`config.mk`:
```
export PLATFORM = sky130hd
export DESIGN_NAME = message_stream_splitter
export DESIGN_NICKNAME = d
export VERILOG_FILES = /design/src/rtl/message_pkg.sv /design/src/rtl/message_header_parser.sv /design/src/rtl/message_stream_splitter.sv
export SDC_FILE = /design/constraint.sdc
export NUM_CORES = 1
export LEC_CHECK = 0
export BUFFER_PORTS_ARGS = -buffer_cell sky130_fd_sc_hd__clkbuf_2
export CAP_MARGIN = 20
export CORE_MARGIN = 8
export CORE_UTILIZATION = 52
export CTS_CLUSTER_DIAMETER = 200
export DETAILED_ROUTE_END_ITERATION = 10
export PLACE_DENSITY = 0.79
export SLEW_MARGIN = 30
export SYNTH_ARGS = -nofsm -noshare
export SYNTH_HDL_FRONTEND = slang
export SYNTH_HIERARCHICAL = 1
export SYNTH_SLANG_ARGS = --single-unit
```
`constraint.sdc`:
```
create_clock -name clk -period 2.2 [get_ports clk]
set_clock_uncertainty 0.2 [all_clocks]
set_input_delay 0.44 -clock clk [delete_from_list [all_inputs] [get_ports clk]]
set_output_delay 0.44 -clock clk [all_outputs]
set_load 0.05 [all_outputs]
```
`src/rtl/message_pkg.sv`:
```
// Shared definitions for the message fabric: header field layout,
// splitter FSM states and per-lane packet counter width.
package message_pkg;

    localparam int COUNT_W = 16;

    typedef enum logic [1:0] {
        IDLE,
        FORWARD,
        DROP
    } state_t;

    function automatic int hdr_bit(input int width);
        return width - 1;
    endfunction

    function automatic int len_msb(input int width);
        return width - 2;
    endfunction

    function automatic int dest_msb(input int width, input int log_len);
        return width - 2 - log_len;
    endfunction

    function automatic bit header_fits(input int width, input int log_len,
                                       input int log_n);
        return width >= 1 + log_len + log_n;
    endfunction

endpackage

```
`src/rtl/message_header_parser.sv`:
```
// Combinational header field extraction, shared by splitter and combiner.
// Payload words pass through it too; the caller decides what is a header.
module message_header_parser
    import message_pkg::*;
#(
    parameter int WIDTH                 = 32,
    parameter int LOG_MAX_PACKET_LENGTH = 10,
    parameter int LOG_N_STREAMS         = 2
) (
    input  logic [WIDTH-1:0]                 word,
    output logic                             is_header,
    output logic [LOG_MAX_PACKET_LENGTH-1:0] length,
    output logic [LOG_N_STREAMS-1:0]         dest
);

    localparam int HB = hdr_bit(WIDTH);
    localparam int LM = len_msb(WIDTH);
    localparam int DM = dest_msb(WIDTH, LOG_MAX_PACKET_LENGTH);

    // Bits below the dest field are don't-care in a header.
    logic unused_word;

    assign is_header   = word[HB];
    assign length      = word[LM -: LOG_MAX_PACKET_LENGTH];
    assign dest        = word[DM -: LOG_N_STREAMS];
    assign unused_word = ^word;

endmodule

```
`src/rtl/message_stream_splitter.sv`:
```
// 1-to-N message demultiplexer routing whole packets by header dest field.
// Optional per-lane packet counters: MESSAGE_STREAM_SPLITTER_COUNT_EN.
module message_stream_splitter
    import message_pkg::*;
#(
    parameter int N_STREAMS             = 4,
    parameter int LOG_N_STREAMS         = 2,
    parameter int WIDTH                 = 32,
    parameter int MAX_PACKET_LENGTH     = 1024,
    parameter int LOG_MAX_PACKET_LENGTH = 10
) (
    input  logic                         clk,
    input  logic                         rst_n,
    input  logic [WIDTH-1:0]             in_data,
    input  logic                         in_nd,
    output logic [WIDTH*N_STREAMS-1:0]   out_data,
    output logic [N_STREAMS-1:0]         out_nd,
`ifdef MESSAGE_STREAM_SPLITTER_COUNT_EN
    output logic [COUNT_W*N_STREAMS-1:0] packet_count,
`endif
    output logic                         error
);

    localparam int LML = LOG_MAX_PACKET_LENGTH;
    localparam int LNS = LOG_N_STREAMS;
    localparam logic [LML-1:0] ONE = 1;

    // Reject configurations whose header cannot be encoded.
    if (!header_fits(WIDTH, LML, LNS)) begin : g_bad_width
        $error("WIDTH too small for header fields");
    end
    if ((1 << LNS) < N_STREAMS) begin : g_bad_dest
        $error("LOG_N_STREAMS too small for N_STREAMS");
    end
    if (MAX_PACKET_LENGTH > (1 << LML)) begin : g_bad_len
        $error("LOG_MAX_PACKET_LENGTH too small");
    end

    state_t         state;
    logic [LML-1:0] remaining;
    logic [LNS-1:0] dest;

    logic           hdr_is;
    logic [LML-1:0] hdr_len;
    logic [LNS-1:0] hdr_dest;
    logic           dest_ok;

    message_header_parser #(
        .WIDTH                 (WIDTH),
        .LOG_MAX_PACKET_LENGTH (LML),
        .LOG_N_STREAMS         (LNS)
    ) u_parser (
        .word      (in_data),
        .is_header (hdr_is),
        .length    (hdr_len),
        .dest      (hdr_dest)
    );

    // Lanes beyond N_STREAMS are unreachable; such packets get dropped.
    assign dest_ok = int'(hdr_dest) < N_STREAMS;

    // Packet FSM with registered lane outputs; lanes hold data when idle.
    always_ff @(posedge clk or negedge rst_n) begin
        if (!rst_n) begin
            state     <= IDLE;
            remaining <= '0;
            dest      <= '0;
            out_data  <= '0;
            out_nd    <= '0;
            error     <= 1'b0;
`ifdef MESSAGE_STREAM_SPLITTER_COUNT_EN
            packet_count <= '0;
`endif
        end else begin
            out_nd <= '0;
            if (in_nd) begin
                unique case (state)
                    IDLE: begin
                        if (!hdr_is) begin
                            error <= 1'b1;
                        end else if (dest_ok) begin
                            out_data[WIDTH*int'(hdr_dest) +: WIDTH] <= in_data;
                            out_nd[hdr_dest] <= 1'b1;
`ifdef MESSAGE_STREAM_SPLITTER_COUNT_EN
                            packet_count[COUNT_W*int'(hdr_dest) +: COUNT_W] <=
                                packet_count[COUNT_W*int'(hdr_dest) +: COUNT_W]
                                + 16'd1;
`endif
                            if (hdr_len != '0) begin
                                dest      <= hdr_dest;
                                remaining <= hdr_len;
                                state     <= FORWARD;
                            end
                        end else begin
                            error <= 1'b1;
                            if (hdr_len != '0) begin
                                remaining <= hdr_len;
                                state     <= DROP;
                            end
                        end
                    end
                    FORWARD: begin
                        out_data[WIDTH*int'(dest) +: WIDTH] <= in_data;
                        out_nd[dest] <= 1'b1;
                        remaining    <= remaining - ONE;
                        if (remaining == ONE) begin
                            state <= IDLE;
                        end
                    end
                    DROP: begin
                        remaining <= remaining - ONE;
                        if (remaining == ONE) begin
                            state <= IDLE;
                        end
                    end
                    default: state <= IDLE;
                endcase
            end
        end
    end

endmodule

```
==> results of run 1 <==
-- registers in the layout (all words and copies together), names as in the netlist --
register,flops
dest,2
out_data,128
out_nd,4
remaining,10
error,1
state,1
-- through the flow --
stage | worst slack [ns] | power (W)
2_1_floorplan | 0.101 | 0.00683
3_3_place_gp | 0.116 | 0.00802
3_5_place_dp | 0.0368 | 0.00813
4_1_cts | 0.127 | 0.0114
5_1_grt | 0.0151 | 0.0118
6_report | 0.104 | 0.0114
-- final cells by class --
class,count,share of cell area
Sequential cell,146,0.462
Inverter,8,0.00380
Multi-Input combinational cell,271,0.279
Clock inverter,8,0.0217
Tap cell,143,0.0226
Timing Repair Buffer,200,0.148
Clock buffer,22,0.0626
-- placed cells by master, fill, tap and decap left out, drive strengths merged, types with 4 or more instances in the layout --
cell type,n
a21oi,11
mux2i,8
inv,9
nor3,4
nand4,10
nand2,7
a221o,5
dfrtp,146
o21ai,11
ha,18
clkbuf,188
a22o,129
buf,33
bufinv,5
nor2,22
and3b,5
and2,4
nand3,8
-- worst register-to-register path, delay by kind of cell, from the launching register on --
| kind | cells | cell delay, ns |
|---|---|---|
| AO/OA/AOI/OAI | 2 | 0.40 |
| adder cells (fa/ha/maj) | 1 | 0.25 |
| AND/OR/NAND/NOR | 2 | 0.38 |
| buffers and inverters | 2 | 0.39 |
| flip-flops | 1 | 0.41 |
-- path summary, 6_finish.rpt --
kind                             from       endpoint  slack, ns  depth (start not counted)
min in group asynchronous       rst_n      out_nd[3]       0.37                          2
setup / recovery              dest[1]   out_data[62]       0.10                          7
hold reg to reg                 error          error       0.25                          1
setup reg to reg              dest[1]   out_data[62]       0.10                          7
max in group asynchronous       rst_n  out_data[124]       0.80                          3
hold / removal             in_data[6]  out_data[102]       0.09                          2
-- kinds of logic after synthesis --
family                   after synthesis  synth area share
AO/OA/AOI/OAI                        167             0.229
multiplexers                          11            0.0187
buffers and inverters                 54            0.0458
adder cells (fa/ha/maj)               18            0.0370
flip-flops                           146             0.600
AND/OR/NAND/NOR                       75            0.0694
-- per-layer routing --
metal,vias to the layer above,global-route usage
li1,2120,-
met3,36,0.0706
met1,2597,0.291
met4,0,0.0971
met5,-,0
met2,243,0.371
-- cell usage after synthesis, types with 2 or more instances --
library cell | count | share of area
sky130_fd_sc_hd__a21oi_1 | 10 | 0.0082
sky130_fd_sc_hd__a221o_1 | 5 | 0.0082
sky130_fd_sc_hd__a22o_1 | 129 | 0.19
sky130_fd_sc_hd__and2_1 | 4 | 0.0041
sky130_fd_sc_hd__and3b_1 | 5 | 0.0072
sky130_fd_sc_hd__buf_2 | 19 | 0.016
sky130_fd_sc_hd__buf_4 | 14 | 0.017
sky130_fd_sc_hd__clkbuf_1 | 13 | 0.0080
sky130_fd_sc_hd__dfrtp_1 | 146 | 0.60
sky130_fd_sc_hd__ha_1 | 18 | 0.037
sky130_fd_sc_hd__inv_1 | 8 | 0.0049
sky130_fd_sc_hd__mux2_1 | 2 | 0.0037
sky130_fd_sc_hd__mux2i_1 | 8 | 0.013
sky130_fd_sc_hd__nand2_1 | 7 | 0.0043
sky130_fd_sc_hd__nand3_1 | 8 | 0.0066
sky130_fd_sc_hd__nand4_1 | 10 | 0.010
sky130_fd_sc_hd__nand4b_1 | 3 | 0.0043
sky130_fd_sc_hd__nor2_1 | 22 | 0.014
sky130_fd_sc_hd__nor2b_1 | 3 | 0.0031
sky130_fd_sc_hd__nor3_1 | 4 | 0.0033
sky130_fd_sc_hd__nor4_2 | 2 | 0.0041
sky130_fd_sc_hd__o21ai_0 | 2 | 0.0016
sky130_fd_sc_hd__o21ai_1 | 7 | 0.0058
sky130_fd_sc_hd__o21ai_2 | 2 | 0.0029
sky130_fd_sc_hd__o2bb2ai_1 | 2 | 0.0029
-- repair_timing --
item,in CTS,in global routing
endpoints found under the hold margin,53,0
buffers inserted,0,0
hold buffers,1,0
resized for setup,0,0
-- power groups by stage --
stage | registers (W) | clock network, W | logic [W]
floorplan | 0.00557 | 0 | 0.00126
global placement | 0.00380 | 0 | 0.00422
detailed placement | 0.00380 | 0 | 0.00433
CTS | 0.00378 | 0.00325 | 0.00435
global route | 0.00386 | 0.00336 | 0.00455
finish | 0.00380 | 0.00322 | 0.00435
==> results.toml, run 1 <==
[floorplanning]
core_region_area_mm2 = 0.0114
die-area_mm2 = 0.0154
die_width_um = 124
start_util = 0.534
floorplan.rows = 39
chipHeight_um = 124
ioPinCount = 168

[detailed_routing]
wire_per_inst_um = 23.0
vias_per_cell = 6.26
wl_met2_um = 9040
first_pass_iters = 5
route.final.wire_length_um = 18400
top_signal_layer_used = "met4"
num_vias = 4996
drt_iter0_markers = 401
ant_nets = 0
drt_drc_violations_left = 0
drt-met1-wl_um = 7520
routed-wl-met3_um = 1430

[clocking]
cts-htree-levels = 4
cts_sinks = 146
source_to_sink_clock_delay_at_the_later_pin_of_the_worst_skew_pair_ns = 0.42
numCtsBuffers = 17
clkSlewWorstSetupHoldPaths_ns = 0.06
cts_root_buf = "sky130_fd_sc_hd__clkbuf_16"
tritoncts = "done"
clk_path_buf_depth = 2

[setup_path]
largest_stage_delay_on_the_critical_path_ns = 0.41
crit_arrival_ns = 2.24
crit_type = "flop to flop"
timing.critical_path.required_ns = 2.35
crit_path_start_kind = "flop"
crit_family = "flip-flops"
cells_along_the_critical_path = "inv_1 > ha_1 > nor2b_1 > nand4_1 > a21oi_4 > buf_4 > a22o_1"
highest_fanout_seen_on_the_critical_path = 16
crit_slowest_cell = "sky130_fd_sc_hd__dfrtp_1"
cp_num_buf_inv = 2
worst_setup_path_end_kind = "flop"

[layout]
antenna-diode-count = 0
postLayoutCellArea_mm2 = 0.00790
fin_nets = 697
sequential_cell_area_mm2 = 0.00365
area_growth_pct = 29.7
fillers = 830
finalNonFillerCells = 798
layout.core_utilization = 0.692
multi_input_gate_area_mm2 = 0.00220
post_route_cells_drive_above_1_share = 0.369

[timing]
timing.hold.ws_ns = 0.0867
final_hold_viol_count = 0
grt_setup_unrepaired = "false"
tightestPinTransition_ns = 0.539
max_frequency_mhz = 477
finalCritPeriodShare = 0.953
setup-violations-final = 0
timing.setup.tns_ns = 0
timing.final.max_slew_violations = 0
worst_slew_margin_rel = 0.638
final_period_minus_worst_setup_slack_ns = 2.10

[pwr]
power.internal_w = 0.00663
peakVddDrop_mv = 0.814
power.clock.fraction = 0.283
powerDensity_mw_per_mm2 = 1440
share_comb_of_total_power = 0.383
netSwitchingPower_w = 0.00473
p_leak_nw = 4.14
p_sw_frac = 0.416
power_frac_seq = 0.334

[placed_design]
dp_hpwl_um = 12800
io_buffer_count = 167
gp_routability_congestion = 0.884
place.detailed.instances = 767
placedInstanceArea_mm2 = 0.00722

[grt]
largest_net_degree_at_the_start_of_global_routing = 57
grt_remaining_overflow = 0
globalRouteTotalUtil = 0.234
number_of_antenna_violations_at_the_first_check_in_global_routing = 0
grt_pass1_wl_um = 29100
vias_in_the_first_global_route = 5193

[synthesis]
synth-edff-count = 0
seq_area_frac_synth = 0.600
warning_count_from_the_yosys_run = 6
synth_nets = 524
yosysUniqueCellTypes = 43
dominantRegCellSynth = "sky130_fd_sc_hd__dfrtp_1"
synthesis_stage_register_bit_count = 146
post_synth.cell_area_avg_um2 = 12.9
share_of_flip_flops_with_an_asynchronous_set_or_reset = 1.00
synth_area_mm2 = 0.00609
syn_inst = 471

[run]
max_cap_violations = 0

[run_status]
run_status = "completed"

[hold_path]
min-delay-path-class = "primary input to flop"
Power figures use the tool's default switching activity.
==> run 2: changes to the inputs <==
- CTS_CLUSTER_DIAMETER: 200 -> 150
- GPL_TIMING_DRIVEN: default -> 0
- SLEW_MARGIN: 30 -> 20
==> results.toml, run 2 (same netlist as run 1, synthesis figures left out) <==
[timing]
tightestPinTransition_ns = 0.605
final_hold_viol_count = 0
timing.final.max_slew_violations = 0
finalCritPeriodShare = 0.963
final_period_minus_worst_setup_slack_ns = 2.12
max_frequency_mhz = 472
grt_setup_unrepaired = "true"
timing.setup.tns_ns = 0
setup-violations-final = 0
timing.hold.ws_ns = 0.0988
worst_slew_margin_rel = 0.593

[setup_path]
timing.reg2reg.setup_slack_ns = 0.08
crit_type = "flop to flop"
highest_fanout_seen_on_the_critical_path = 10
crit_path_start_kind = "flop"
crit_arrival_ns = 2.27
timing.critical_path.required_ns = 2.35
critical_path.startpoint = "dest[0]"
worst_setup_path_end_kind = "flop"
source_of_the_worst_register_to_register_timing_path = "dest[0]"

[floorplanning]
die-area_mm2 = 0.0154
ioPinCount = 168
core_region_area_mm2 = 0.0114
floorplan.rows = 39
die_width_um = 124
chipHeight_um = 124
start_util = 0.534

[detailed_routing]
first_pass_iters = 5
wire_per_inst_um = 21.9
drt_drc_violations_left = 0
route.final.wire_length_um = 17900
vias_per_cell = 6.10
drt_iter0_markers = 463
ant_nets = 0
num_vias = 4980

[placed_design]
place.detailed.instances = 782
gp_routability_congestion = 0.914
placedInstanceArea_mm2 = 0.00714
dp_hpwl_um = 12700
io_buffer_count = 167

[clocking]
tritoncts = "done"
clkSlewWorstSetupHoldPaths_ns = 0.06
cts_root_buf = "sky130_fd_sc_hd__clkbuf_16"
clk_path_buf_depth = 2
cts-htree-levels = 4
numCtsBuffers = 17
cts_sinks = 146
source_to_sink_clock_delay_at_the_later_pin_of_the_worst_skew_pair_ns = 0.42

[layout]
post_route_cells_drive_above_1_share = 0.387
fillers = 840
most_frequent_standard_cell_in_the_layout_excluding_fill_and_tap_cells = "sky130_fd_sc_hd__clkbuf_2"
commonest_non_fill_non_tap_cells_in_the_layout = "sky130_fd_sc_hd__clkbuf_2, sky130_fd_sc_hd__dfrtp_1, sky130_fd_sc_hd__a22o_1"
largest_reg_flops = 128
sequential_cell_area_mm2 = 0.00366
area_growth_pct = 29.2
multi_input_gate_area_mm2 = 0.00221
finalNonFillerCells = 817
largest_register = "out_data"
postLayoutCellArea_mm2 = 0.00787
antenna-diode-count = 0
top_registers = "out_data (128), remaining (10), out_nd (4)"
fin_nets = 714

[grt]
largest_net_degree_at_the_start_of_global_routing = 78
number_of_antenna_violations_at_the_first_check_in_global_routing = 0
grt_pass1_wl_um = 28600
globalRouteTotalUtil = 0.228
vias_in_the_first_global_route = 5174
grt_remaining_overflow = 0

[pwr]
p_leak_nw = 4.16
fin_total_pwr_w = 0.0110
powerDensity_mw_per_mm2 = 1400
peakVddDrop_mv = 0.862

[hold_path]
timing.hold.worst.start = "in_data[15]"
min-delay-path-class = "primary input to flop"

[run]
max_cap_violations = 0

[run_status]
run_status = "completed"
[run 2: cell count changes in the layout (fill, tap and decap cells not counted), sizes merged]
cell	previous run	this run
clkbuf	188	202
inv	9	11
bufinv	5	2
clkinv	1	7
[run 2: worst max-delay path, stage by stage, from the launching register on]
cell and delay (ns):
sky130_fd_sc_hd__dfrtp_2 0.44, sky130_fd_sc_hd__inv_2 0.10, sky130_fd_sc_hd__ha_1 0.25, sky130_fd_sc_hd__and2_1 0.18
sky130_fd_sc_hd__o21ai_2 0.33, sky130_fd_sc_hd__clkbuf_2 0.34, sky130_fd_sc_hd__a22o_1 0.21
[run 2: final cells by class]
type,count,area share
Inverter,8,0.00381
Clock buffer,19,0.0575
Multi-Input combinational cell,271,0.281
Sequential cell,146,0.464
Buffer,46,0.0375
Timing Repair Buffer,171,0.114
Clock inverter,13,0.0191
Tap cell,143,0.0227
[run 2: final timing paths]
kind                            endpoint  cells past startpoint
setup reg to reg             out_data[6]                      6
min in group asynchronous   out_data[58]                      2
hold / removal             out_data[111]                      2
setup / recovery             out_data[6]                      6
max in group asynchronous   out_data[20]                      3
hold reg to reg                    error                      1
[run 2: stage by stage]
stage,worst slack [ns],utilization
after CTS,0.00544,0.685
after floorplan,0.101,-
final,0.0818,0.689
after global placement,-1.75,0.622
after global routing,-0.0247,0.689
after detailed placement,-0.582,0.626
[run 2: repair_timing]
| item | in CTS | in global routing |
|---|---|---|
| endpoints found under the hold margin | 69 | 0 |
| endpoints found under the setup margin | 122 | 117 |
| setup buffers | 0 | 2 |
| gates resized for setup | 24 | 13 |
| hold buffers | 1 | 0 |
| cloned | 0 | 0 |
| pin swaps | 0 | 2 |
[run 2: per-layer routing]
layer	share of wire	track usage	up-vias
met3	0.071	0.0613	33
met1	0.41	0.291	2547
met2	0.49	0.359	230
met4	0.024	0.0914	0
met5	0	0	-
li1	-	-	2170
[run 2: power by group]
part | total (W) | switching (W) | leakage, nW | internal (W)
registers | 0.00379 | 0.000479 | 1.99 | 0.00331
clock network | 0.00291 | 0.00116 | 0.296 | 0.00175
logic | 0.00429 | 0.00314 | 1.88 | 0.00115
total | 0.0110 | 0.00479 | 4.16 | 0.00620
